$ cat config.mk
export PLATFORM = sky130hd
export DESIGN_NAME = msp430_irq_agg
export DESIGN_NICKNAME = d
export VERILOG_FILES = /design/src/rtl/msp430_irq_agg.sv
export SDC_FILE = /design/constraint.sdc
export NUM_CORES = 1
export LEC_CHECK = 0
export ABC_AREA = 0
export CAP_MARGIN = 10
export CORE_MARGIN = 2
export CORE_UTILIZATION = 63
export DETAILED_ROUTE_END_ITERATION = 12
export DONT_BUFFER_PORTS = 1
export GPL_TIMING_DRIVEN = 0
export PLACE_DENSITY = 0.87
export SLEW_MARGIN = 30
export SYNTH_ARGS = -nofsm -noshare
export SYNTH_HDL_FRONTEND = slang
export SYNTH_SLANG_ARGS = --single-unit
export TNS_END_PERCENT = 30
$ cat constraint.sdc
create_clock -name mclk -period 1.9 [get_ports mclk]
set_input_delay 0.095 -clock mclk [delete_from_list [all_inputs] [get_ports mclk]]
set_output_delay 0.095 -clock mclk [all_outputs]
set_load 0.05 [all_outputs]
$ cat src/rtl/msp430_irq_agg.sv
// Interrupt aggregator for the MSP430 peripheral bus: per-source enable, edge/level
// mode, polarity, pending flags and vector read. Define IRQ_AGG_SYNC_EN for async pins.
module msp430_irq_agg #(
  parameter int          NSRC      = 8,
  parameter logic [13:0] BASE_ADDR = 14'h0048
) (
  input  logic            mclk,
  input  logic            puc_rst,
  input  logic [13:0]     per_addr,
  input  logic [15:0]     per_din,
  input  logic            per_en,
  input  logic [1:0]      per_we,
  output logic [15:0]     per_dout,
  input  logic [NSRC-1:0] irq_src,
  input  logic [NSRC-1:0] irq_acc,
  output logic [NSRC-1:0] irq_out,
  output logic            irq_any
);

  localparam logic [2:0] OFF_IE   = 3'd0;
  localparam logic [2:0] OFF_IFG  = 3'd1;
  localparam logic [2:0] OFF_EDGE = 3'd2;
  localparam logic [2:0] OFF_POL  = 3'd3;
  localparam logic [2:0] OFF_VEC  = 3'd4;
  localparam logic [2:0] OFF_SET  = 3'd5;

  logic            sel;
  logic            rd_en;
  logic            wr_en;
  logic [2:0]      off;
  logic [15:0]     wmask16;
  logic [15:0]     wdat16;
  logic [NSRC-1:0] wdat;

  logic [NSRC-1:0] ie_q,   ie_d;
  logic [NSRC-1:0] ifg_q,  ifg_d;
  logic [NSRC-1:0] edge_q, edge_d;
  logic [NSRC-1:0] pol_q,  pol_d;
  logic [NSRC-1:0] s_q,    s_d;
  logic [NSRC-1:0] irq_q,  irq_d;

  logic [NSRC-1:0] src_raw;
  logic [NSRC-1:0] s;
  logic [NSRC-1:0] rise;
  logic [NSRC-1:0] pend;
  logic [NSRC-1:0] vec_oh;
  logic [NSRC-1:0] clr;
  logic [NSRC-1:0] set_w;
  logic [15:0]     vec_val;
  logic            vec_found;
  logic [15:0]     rdat;
  logic            unused_din;

  assign sel     = per_en & (per_addr[13:3] == BASE_ADDR[13:3]);
  assign off     = per_addr[2:0];
  assign rd_en   = sel & (per_we == 2'b00);
  assign wr_en   = sel & (per_we != 2'b00);
  assign wmask16 = {{8{per_we[1]}}, {8{per_we[0]}}};
  assign wdat16  = per_din & wmask16;
  assign wdat    = wdat16[NSRC-1:0];

  // Upper data bits beyond NSRC have no storage behind them.
  assign unused_din = ^wdat16;

`ifdef IRQ_AGG_SYNC_EN
  logic [NSRC-1:0] sync1_q, sync2_q;

  always_ff @(posedge mclk) begin
    if (puc_rst) begin
      sync1_q <= '0;
      sync2_q <= '0;
    end else begin
      sync1_q <= irq_src;
      sync2_q <= sync1_q;
    end
  end

  assign src_raw = sync2_q;
`else
  assign src_raw = irq_src;
`endif

  assign s    = src_raw ^ pol_q;
  assign rise = s & ~s_q;
  // Delay line is loaded with the post-write polarity so a POL change is never seen as an edge.
  assign s_d  = src_raw ^ pol_d;
  assign pend = ie_q & ifg_q;

  always_comb begin
    ie_d   = ie_q;
    edge_d = edge_q;
    pol_d  = pol_q;
    if (wr_en && off == OFF_IE)   ie_d   = (ie_q   & ~wmask16[NSRC-1:0]) | wdat;
    if (wr_en && off == OFF_EDGE) edge_d = (edge_q & ~wmask16[NSRC-1:0]) | wdat;
    if (wr_en && off == OFF_POL)  pol_d  = (pol_q  & ~wmask16[NSRC-1:0]) | wdat;
  end

  // Lowest-numbered enabled pending source owns the vector.
  always_comb begin
    vec_val   = '0;
    vec_oh    = '0;
    vec_found = 1'b0;
    for (int i = 0; i < NSRC; i++) begin
      if (pend[i] && !vec_found) begin
        vec_found = 1'b1;
        vec_val   = 16'(2 * (i + 1));
        vec_oh[i] = 1'b1;
      end
    end
  end

  assign set_w = (wr_en && off == OFF_SET) ? wdat : '0;
  assign clr   = ((wr_en && off == OFF_IFG) ? wdat : '0)
               | irq_acc
               | ((rd_en && off == OFF_VEC) ? vec_oh : '0);

  generate
    for (genvar gi = 0; gi < NSRC; gi++) begin : g_ifg
      assign ifg_d[gi] = edge_q[gi] ? (rise[gi] | set_w[gi] | (ifg_q[gi] & ~clr[gi]))
                                    : s[gi];
    end
  endgenerate

  assign irq_d = ie_q & ifg_q;

  always_ff @(posedge mclk) begin
    if (puc_rst) begin
      ie_q   <= '0;
      ifg_q  <= '0;
      edge_q <= '0;
      pol_q  <= '0;
      s_q    <= '0;
      irq_q  <= '0;
    end else begin
      ie_q   <= ie_d;
      ifg_q  <= ifg_d;
      edge_q <= edge_d;
      pol_q  <= pol_d;
      s_q    <= s_d;
      irq_q  <= irq_d;
    end
  end

  always_comb begin
    rdat = '0;
    case (off)
      OFF_IE:   rdat = 16'(ie_q);
      OFF_IFG:  rdat = 16'(ifg_q);
      OFF_EDGE: rdat = 16'(edge_q);
      OFF_POL:  rdat = 16'(pol_q);
      OFF_VEC:  rdat = vec_val;
      default:  rdat = '0;
    endcase
    per_dout = rd_en ? rdat : 16'h0000;
  end

  assign irq_out = irq_q;
  assign irq_any = |irq_q;

endmodule

# ---- After elaboration in Yosys (flattened, before gate mapping)
# Index checks and enable logic that the tools add are counted.
dict set report totals {
  reg_bits 48
  input_bits 51
  out_inout_bits 25
  elab_cells 122
}
dict set report classes {
  eq_ne 6
  mux 36
  bitwise_logic 50
  reduce_logical 24
}
# op n
set op_table {}
lappend op_table {{16-bit two-way mux} 8}
lappend op_table {{16-bit one-hot mux with 5 select lines} 1}
lappend op_table {{8-bit AND} 6}
lappend op_table {{8-bit OR} 5}
lappend op_table {{8-bit two-way mux} 4}
lappend op_table {{1-bit two-way mux} 22}
lappend op_table {{8-bit NOT} 2}
lappend op_table {{1-bit OR} 16}
lappend op_table {{8-bit XOR} 2}
lappend op_table {{1-bit logical AND} 13}
lappend op_table {{1-bit AND} 11}
lappend op_table {{11-bit by 4-bit == test with 1-bit output (second input constant)} 1}
lappend op_table {{1-bit NOT} 8}
lappend op_table {{8-bit OR reduction} 1}
lappend op_table {{1-bit zero test} 7}
lappend op_table {{3-bit by 2-bit == test with 1-bit output (second input constant)} 2}
lappend op_table {{3-bit == test (second input constant)} 2}
lappend op_table {{3-bit by 1-bit == test with 1-bit output (second input constant)} 1}
lappend op_table {{3-bit zero test} 1}
lappend op_table {{2-bit zero test} 1}
lappend op_table {{2-bit two-way mux} 1}
lappend op_table {{2-bit nonzero test} 1}

# ---- Depth between registers and ports, before layout
# Gate-level depths: netlist of run 1.
dict set report depth {
  ltp_word 29
  mapped_depth 6
  mapped_depth_nobuf 5
}

# ---- Least setup slack after synthesis of run 1
# No wires, ideal clock.
dict set report synth_path {
  kind {input to output}
  startpoint {input per_addr[11]}
  endpoint {output per_dout[0]}
  arrival_ns 2.036
  required_ns 1.805
  setup_slack_ns -0.231
  cell_stages 5
  path_buffers 0
  cell_sequence {or4b_4 -> nor3_4 -> nand3_1 -> or2_1 -> nor2b_1}
}
dict set report synth_between {
  elab_chain_len 4
}
# element line_no
set synth_lines {}
lappend synth_lines {{from (decl)} 9} ;# input logic [13:0] per_addr,
lappend synth_lines {{11-bit by 4-bit == test with 1-bit output} 54} ;# assign sel = per_en & (per_addr[13:3] == BASE_ADDR[13:3]);
lappend synth_lines {{1-bit AND} 54}
lappend synth_lines {{1-bit AND} 56} ;# assign rd_en = sel & (per_we == 2'b00);
lappend synth_lines {{16-bit two-way mux} 154} ;# per_dout = rd_en ? rdat : 16'h0000;
lappend synth_lines {{to (decl)} 13} ;# output logic [15:0] per_dout,
# Every way passes these cells.

==> flow_summary.toml, run 1 <==
[status]
status = "finished with violations"
violations = "negative hold slack, negative setup slack"

[timing]
worst_slack_ps = -37.1
period_share_pct = 102
slew_headroom_pct = 47.8
tightest_slew_ps = 773
hold_slack_ps = -6.92
finalCriticalPeriod_ps = 1940
rsz0062_at_grt = "true"
hold_violations = 1
drv_slew = 0
fmax_mhz = 516
clock_skew_ps = 10.4
setup_violations = 6
tns_ps = -146

[clock_network]
cts_sinks = 48
clockBufferDepth = 2
clkTransAtPathRegs_ps = 80
cts_tree = "yes"
cts_buffers = 5
cts.htree.levels = 2
clk_latency_ps = 310
root_buffer = "clkbuf_8"

[setup_path]
crit_path_end = "per_dout[4]"
slowest_delay_ps = 390
critical_path_class = "register to output pin"
endpoint_kind = "output pin"
r2r_end = "ifg_q[6]$_SDFF_PP0_"
critical_path.max_fanout = 5
start_kind = "register"
path_cells = "a22oi_2 -> and2_4 -> and4_4 -> nand3_2 -> a21oi_4"
critical_path_required_ps = 1800
crit_arrival_ps = 1840
cp_slowest_cell = "a21oi_4"
reg2reg_depth = 5
r2r_slack_ps = 390

[synthesis]
syn-cell-area_mm2 = 0.00257
seq_area_frac_synth_pct = 37.4
yosys_warnings = 0
synth-main-ff-cell = "dfxtp_1"
synthTopCellsByArea = "dfxtp_1 (37%), mux4_2 (7.0%), mux2i_1 (6.2%), nor2_1 (5.6%), nand2_1 (5.4%)"
synth_top_area_share_pct = 37.4
async_flop_share_pct = 0
avgSynthCellArea_um2 = 8.68
synthCells = 296
synth-edff-count = 0
ys_types = 47
synth-seq-cells = 48
yosys.area.top_type = "dfxtp_1"

[route]
drc_errors = 0
vias_per_cell = 6.52
wl_per_cell_um = 19.0
ant_nets = 0
first_pass_iters = 5
dr.first_iter.drc_count = 220
vias = 2463
routed_wl_um = 7190

[cells_and_area]
fin_area_mm2 = 0.00304
areaGrowthSynthToFinish_pct = 18.5
final_util_pct = 76.7
regArea_um2 = 965
nNetsFinal = 378
antenna_cells = 0
multiInputGateArea_mm2 = 0.00161
nFillCells = 274
finalNonFillerCells = 378
drive_gt1_share_pct = 15.9

[power_and_ir_drop]
clkPwrFrac_pct = 37.2
p_leak_nw = 1.19
p_seq_share_pct = 52.7
p_switching_mw = 0.472
p_sw_share_pct = 24.0
comb_power_share_pct = 10.1
internal-power_mw = 1.50
ir_drop_v = 0.000647
power_density_mw_per_mm2 = 647

[placement]
gp_congestion = 0.924
dp_cells = 353
pre_cts_slack_ps = -522
placed_area_mm2 = 0.00267
hpwlAfterDp_um = 4800
portBuffers = 0

[hold_path]
hold_class = "input pin to register"
hp-start = "per_din[1]"

[grt]
overflow = 0
grt_max_degree = 15
antenna_found_initial = 0
grt_pass1_vias = 2397
grtUsageTotal_pct = 33.5
grt_pass1_wl_um = 11200

[die]
dieWidth_um = 67.9
dieHeight_um = 67.9
row_count = 23
dieArea_mm2 = 0.00460
core_mm2 = 0.00397
ios = 76
start_util_pct = 64.7

[job]
maxCapViolCount = 0
-- Yosys cell counts, types with 5 or more instances --
| cell type | instances |
|---|---|
| a21oi_1 | 24 |
| a31oi_1 | 6 |
| buf_4 | 9 |
| clkbuf_1 | 7 |
| dfxtp_1 | 48 |
| inv_1 | 6 |
| mux2i_1 | 16 |
| mux4_2 | 8 |
| nand2_1 | 37 |
| nand3_1 | 13 |
| nor2_1 | 38 |
| nor2b_1 | 5 |
| o21ai_0 | 15 |
| xor2_1 | 9 |
-- critical path, delay by kind of cell, from the launching register on --
kind	cells	cell delay [ps]
simple gates	3	540
flops	1	350
compound gates	2	650
-- metrics by stage --
stage | power [mW] | hold WS [ps]
2_1_floorplan | 1.19 | 235
3_3_place_gp | 1.21 | 237
3_5_place_dp | 1.21 | 242
4_1_cts | 1.96 | 0.334
5_1_grt | 2.02 | 7.80
6_report | 1.97 | -6.92
-- repair_timing --
item | CTS | global route
gates resized for setup | 19 | 4
hold buffers | 17 | 0
buffers inserted | 0 | 0
setup endpoints to repair | 8 | 8
endpoints found under the hold margin | 32 | 0
pin swaps | 3 | 3
-- kinds of logic after synthesis --
logic type,after synthesis,synth area share (%)
xor gates and xnor gates,10,3.41
AOI/OAI and AO/OA,58,13.1
muxes,24,13.2
DFF,48,37.4
and+or+nand+nor,130,27.7
other,1,0.146
buffers and inverters,25,5.02
-- worst min path at each step --
stage / slack, ps / depth (start not counted) / end
floorplan: 240 / 2 / register
global placement: 240 / 2 / register
detailed placement: 240 / 2 / register
CTS: 0.3 / 3 / ifg_q[1]$_SDFF_PP0_
global route: 8 / 2 / ifg_q[3]$_SDFF_PP0_
finish: -7 / 2 / pol_q[1]$_SDFF_PP0_
-- placed cells by master, fill, tap and decap left out, types with 3 or more instances in the layout --
master         Yosys  routed
clkbuf_8           0       5
mux4_2             8       8
clkbuf_1           7       8
dfxtp_2            0       3
nand2_1           37      36
nor2_1            38      38
and4b_1            3       3
inv_1              6       6
conb_1             1       8
nor2b_4            0       4
buf_4              9       9
a31oi_1            6       6
dfxtp_1           48      45
nor4_1             4       4
nand2b_1           4       4
a21oi_4            0       3
a2111oi_0          3       3
mux2i_1           16      16
dlygate4sd3_1      0      17
a21oi_1           24      20
nor4bb_1           3       3
nand4_1            3       3
nand3_1           13      11
o21ai_0           15      15
xor2_1             9       9
-- per-layer routing --
layer,GRT usage [%],part of all wire (%),vias to the layer above
met4,13.5,3.4,0
met2,56.6,48,160
met5,0,0,-
met3,9.21,11,27
met1,40.3,38,1162
li1,-,-,1114
-- power groups by stage --
| stage | clock network, mW | logic [mW] | registers (mW) |
|---|---|---|---|
| finish | 0.733 | 0.199 | 1.04 |
| global route | 0.764 | 0.214 | 1.04 |
| CTS | 0.727 | 0.195 | 1.04 |
| detailed placement | 0 | 0.156 | 1.06 |
| global placement | 0 | 0.152 | 1.06 |
| floorplan | 0 | 0.133 | 1.06 |
-- final cells by class --
cell class	instances	area share, %
Inverter	6	0.740
Clock buffer	6	2.38
Multi-Input combinational cell	230	52.9
Buffer	19	3.49
Timing Repair Buffer	17	5.59
Clock inverter	2	1.15
Tap cell	50	2.06
Sequential cell	48	31.7
(Power assumes the default switching activity.)
==> run 2, diff against run 1 <==
- PLACE_DENSITY: 0.87 -> unset
- PLACE_DENSITY_LB_ADDON: unset -> 0.2
==> run 2 against run 1 <==
The flow finishes with violations (negative setup slack). Setup slack got worse by 35 ps. Total power rose by 2.4%. Routed wire length is 1.7% lower. Clock-buffer cell count did not move. Sequential power hardly changed. Core utilization is 0.094 points higher. Die area unchanged. Clock skew shrank 1.2 ps. Sequential cell count is the same. Combinational power barely moved. Largest cell class unchanged. Largest power group unchanged.
==> flow_summary.toml, run 2 (synthesis results as in run 1) <==
[route]
wl_met2_um = 3350
routed-wl-met3_um = 781
top_layer = "met4"
first_pass_iters = 5
wl_met1_um = 2720
wl_per_cell_um = 18.7
drc_errors = 0
ant_nets = 0
dr.first_iter.drc_count = 236
vias_per_cell = 6.37
routed_wl_um = 7070
vias = 2407

[grt]
grt_pass1_wl_um = 10600
grt_pass1_vias = 2174
overflow = 0
antenna_found_initial = 0
grt_max_degree = 16
grtUsageTotal_pct = 32.5

[cells_and_area]
antenna_cells = 0
drive_gt1_share_pct = 14.9
mostFrequentLayoutCells = "dfxtp_1 (47), nor2_1 (38), nand2_1 (37)"
nFillCells = 280
nNetsFinal = 378
areaGrowthSynthToFinish_pct = 18.7
final_common_cell = "dfxtp_1"

[setup_path]
cp_top_family = "compound AO/OA/AOI/OAI gates"
path_buf_inv = 0
reg2reg_from = "pol_q[6]$_SDFF_PP0_"
crit_arrival_ps = 1880
path_cells = "a22oi_1 -> and3_1 -> nand4b_1 -> a21oi_2"
r2r_slack_ps = 330
cp_slowest_cell = "a21oi_2"
critical_path_required_ps = 1800
r2r_end = "ifg_q[6]$_SDFF_PP0_"
slowest_delay_ps = 610
start_kind = "register"
reg2reg_depth = 5
crit_cells = 4
critical_path.max_fanout = 5
critical_path_class = "register to output pin"
endpoint_kind = "output pin"

[status]
violations = "negative setup slack"
status = "finished with violations"

[clock_network]
cts_sinks = 48
clockBufferDepth = 2
cts.htree.levels = 2
clk_latency_ps = 310
cts_buffers = 5
clkTransAtPathRegs_ps = 80
postCtsSetupRepairBufs = 0
root_buffer = "clkbuf_8"
cts_tree = "yes"

[timing]
hold_slack_ps = 3.27
setup_violations = 6
finalCriticalPeriod_ps = 1970
drv_slew = 0
rsz0062_at_grt = "true"
period_share_pct = 104
tightest_slew_ps = 878
hold_violations = 0
worst_slack_ps = -71.6
clock_skew_ps = 9.19
fmax_mhz = 507
slew_headroom_pct = 40.7

[power_and_ir_drop]
finalPower_mw = 2.02
p_leak_nw = 1.20
p_switching_mw = 0.480
internal-power_mw = 1.54
comb_power_share_pct = 10.0
ir_drop_v = 0.000561
power_density_mw_per_mm2 = 662
clkPwrFrac_pct = 38.6
p_seq_share_pct = 51.4
p_sw_share_pct = 23.8

[placement]
gp_congestion = 0.902
hpwlAfterDp_um = 4660
portBuffers = 0
pre_cts_slack_ps = -533

[die]
dieArea_mm2 = 0.00460
core_mm2 = 0.00397
dieHeight_um = 67.9
dieWidth_um = 67.9
ios = 76
row_count = 23
start_util_pct = 64.7

[hold_path]
hp-start = "per_din[6]"
worstHoldEndpoint = "ifg_q[6]$_SDFF_PP0_"
hold_class = "input pin to register"
hold_depth = 2

[job]
maxCapViolCount = 0
run 2: how the worst max path moves through the flow:
| stage | slack [ps] | endpoint | startpoint |
|---|---|---|---|
| floorplan | -230 | per_dout[0] | per_addr[11] |
| finish | -70 | per_dout[3] | register |
| global route | -100 | per_dout[3] | ifg_q[4]$_SDFF_PP0_ |
| detailed placement | -530 | per_dout[6] | per_addr[11] |
| CTS | -20 | per_dout[1] | register |
| global placement | -440 | per_dout[6] | per_addr[11] |
run 2: final cells by class:
cell class | instances | area, um^2 | share of cell area [%]
clock inverters | 2 | 38.8 | 1.27
repair buffers | 17 | 170 | 5.58
clock buffers | 6 | 82.6 | 2.71
well taps | 50 | 62.6 | 2.05
plain buffers | 19 | 106 | 3.49
inverters | 6 | 22.5 | 0.739
multi-input cells | 230 | 1600 | 52.6
flip-flops and latches | 48 | 962 | 31.6
run 2: per-stage QoR:
step                cells  cell area (um^2)  setup TNS, ps  util (%)
floorplan             303              2590          -1100         -
global placement      353              2660          -2650      66.9
detailed placement    353              2670          -2080      67.3
CTS                   378              3040          -29.7      76.6
global route          378              3050           -542      76.7
finish                378              3050           -280      76.7
run 2: metal layers:
layer / GRT usage [%] / up-vias
li1: - / 1115
met4: 15.5 / 0
met3: 8.72 / 21
met5: 0 / -
met1: 40.3 / 1129
met2: 52.6 / 142
run 2: power by group through the flow:
stage	Sequential, mW	Combinational, mW	Clock [mW]
3_5_place_dp	1.06	0.155	0
3_3_place_gp	1.06	0.153	0
4_1_cts	1.03	0.197	0.786
5_1_grt	1.04	0.216	0.821
2_1_floorplan	1.06	0.133	0
6_report	1.04	0.202	0.779
run 2: what timing repair did:
action / CTS / global route
hold buffers: 17 / 0
gates resized for setup: 18 / 1
setup endpoints to repair: 8 / 8
hold endpoints to repair: 38 / 0
pin swaps: 5 / 2
==> run 3, diff against run 2 <==
- ABC_AREA: 0 -> 1
- CORE_UTILIZATION: 63 -> 51
==> run 3 against run 2 <==
The flow still finishes with violations (negative setup slack). Routed wire length rose by 19%. Final cell count rose by 51%. Sequential power barely moved. Synthesized cell count rose by 54%.
==> flow_summary.toml, run 3 <==
[status]
status = "finished with violations"
violations = "negative setup slack"

[power_and_ir_drop]
finalPower_mw = 2.06
p_leak_nw = 1.65
ir_drop_v = 0.000446
clkPwrFrac_pct = 37.6
p_seq_share_pct = 50.3
p_sw_share_pct = 26.9
comb_power_share_pct = 12.2
power_density_mw_per_mm2 = 581
p_switching_mw = 0.553
internal-power_mw = 1.50

[grt]
grt_pass1_wl_um = 13200
grt_pass1_vias = 2734
overflow = 0
grt_max_degree = 17
antenna_found_initial = 0
grtUsageTotal_pct = 27.0

[synthesis]
yosys_warnings = 0
synth_most_common_cell = "nand2_1"
async_flop_share_pct = 0
avgSynthCellArea_um2 = 6.39
synthCells = 455
syn-cell-area_mm2 = 0.00291
synth_top_area_share_pct = 33.0
ys_types = 30
synthTopCellsByArea = "dfxtp_1 (33%), nand2_1 (12%), inv_1 (11%), a21oi_1 (7.1%), nor2_1 (5.8%)"
synth-main-ff-cell = "dfxtp_1"
synth_common_cells = "nand2_1 (94), inv_1 (85), dfxtp_1 (48)"
yosys.area.top_type = "dfxtp_1"
seq_area_frac_synth_pct = 33.0
synth-edff-count = 0
synth-seq-cells = 48

[die]
row_count = 27
core_mm2 = 0.00551
dieHeight_um = 79.5
start_util_pct = 52.8
dieWidth_um = 79.5
ios = 76
dieArea_mm2 = 0.00632

[timing]
fmax_mhz = 510
worst_slack_ps = -62.2
setup_violations = 4
period_share_pct = 103
rsz0062_at_grt = "true"
drv_slew = 0
clock_skew_ps = 8.49
tightest_slew_ps = 648
hold_violations = 0
slew_headroom_pct = 56.9
finalCriticalPeriod_ps = 1960

[placement]
hpwlAfterDp_um = 5870
dp_cells = 534
portBuffers = 0
gp_congestion = 0.939

[setup_path]
reg2reg_from = "ifg_q[1]$_SDFF_PP0_"
r2r_end = "ifg_q[7]$_SDFF_PP0_"
r2r_slack_ps = 30
critical_path_class = "register to output pin"
reg2reg_depth = 14
cp_common_cell = "nand2_2"
start_kind = "register"
crit_arrival_ps = 1870
critical_path_required_ps = 1800
cp_top_family = "simple AND/OR/NAND/NOR gates"
critical_path.max_fanout = 2
endpoint_kind = "output pin"
slowest_delay_ps = 380
path_buf_inv = 2
path_cells = "nand2_2 -> nand4_1 -> buf_4 -> nor3_4 -> inv_2 -> nand3_2 -> nand2_2 -> a21oi_4"
cp_slowest_cell = "a21oi_4"

[clock_network]
clkTransAtPathRegs_ps = 100
clockBufferDepth = 2
cts_buffers = 5
cts_sinks = 48
root_buffer = "clkbuf_8"
cts.htree.levels = 2
cts_tree = "yes"
clk_latency_ps = 310

[cells_and_area]
antenna_cells = 0
mostFrequentLayoutCells = "nand2_1 (87), inv_1 (83), nor2_1 (42)"
areaGrowthSynthToFinish_pct = 21.7
drive_gt1_share_pct = 19.0
final_common_cell = "nand2_1"
finalNonFillerCells = 572
final_util_pct = 64.3
nNetsFinal = 550

[route]
wl_per_cell_um = 14.7
dr.first_iter.drc_count = 289
routed_wl_um = 8410
vias_per_cell = 5.30
ant_nets = 0
drc_errors = 0
first_pass_iters = 5
vias = 3033

[job]
maxCapViolCount = 0

[hold_path]
hp-start = "irq_src[2]"
worstHoldEndpoint = "s_q[2]$_SDFF_PP0_"
hold_class = "input pin to register"
hold_depth = 3
-- run 3: power groups by stage --
stage	combinational (mW)	sequential, mW	clock [mW]
after CTS	0.246	1.03	0.784
after global routing	0.276	1.04	0.822
after global placement	0.212	1.06	0
after detailed placement	0.217	1.06	0
after floorplan	0.182	1.05	0
final	0.250	1.03	0.773
-- run 3: worst max-delay path by stage --
stage                        endpoint                 from  slack [ps]  cells after the start
after global routing      per_dout[3]  ifg_q[1]$_SDFF_PP0_        -100                      8
after floorplan           per_dout[2]             register          50                      7
after CTS                 per_dout[4]  ifg_q[3]$_SDFF_PP0_         -10                      7
after detailed placement  per_dout[3]             register         140                      7
after global placement    per_dout[3]             register        -190                      7
final                     per_dout[3]  ifg_q[1]$_SDFF_PP0_         -60                      8
-- run 3: cells by family (layout without fill, tap and decap cells) --
group / count (synthesis) / count (layout) / synth area share [%]
buffers and inverters: 111 / 149 / 16.4
other: 1 / 8 / 0.129
xor gates and xnor gates: 8 / 8 / 2.41
DFF: 48 / 48 / 33.0
and+or+nand+nor: 206 / 206 / 33.1
AOI/OAI and AO/OA: 81 / 81 / 14.9
-- run 3: worst min-delay path, delay by kind of cell --
kind                   cells  cell delay [ps]
AND/OR/NAND/NOR            1              100
buffers and inverters      1               50
AO/OA/AOI/OAI              1               40
-- run 3: cell type report --
class / count / area (um^2)
Fill cell: 512 / 1970
Multi-Input combinational cell: 303 / 1620
Sequential cell: 48 / 970
Inverter: 93 / 353
Timing Repair Buffer: 30 / 264
Buffer: 18 / 124
Tap cell: 72 / 90.1
Clock buffer: 5 / 68.8
Clock inverter: 3 / 46.3
-- run 3: what timing repair did --
action	in CTS	in global routing
buffers inserted	12	3
endpoints found under the hold margin	23	0
setup endpoints to repair	4	5
pin swaps	11	8
gates cloned	0	0
hold buffers	14	0
resized for setup	17	12
-- run 3: per-stage QoR --
step	worst slack, ps	setup TNS (ps)	area, um^2	hold WS, ps
global route	-104	-353	3540	33.8
floorplan	52.2	0	2940	258
detailed placement	142	0	3060	272
finish	-62.2	-149	3540	12.4
global placement	-186	-718	3030	268
CTS	-10.6	-19.3	3470	11.1
-- run 3: layer usage --
layer / track usage [%] / part of all wire (%)
met4: 6.55 / 1.8
met2: 45.0 / 46
met3: 5.54 / 10
met5: 0 / 0
met1: 35.8 / 42
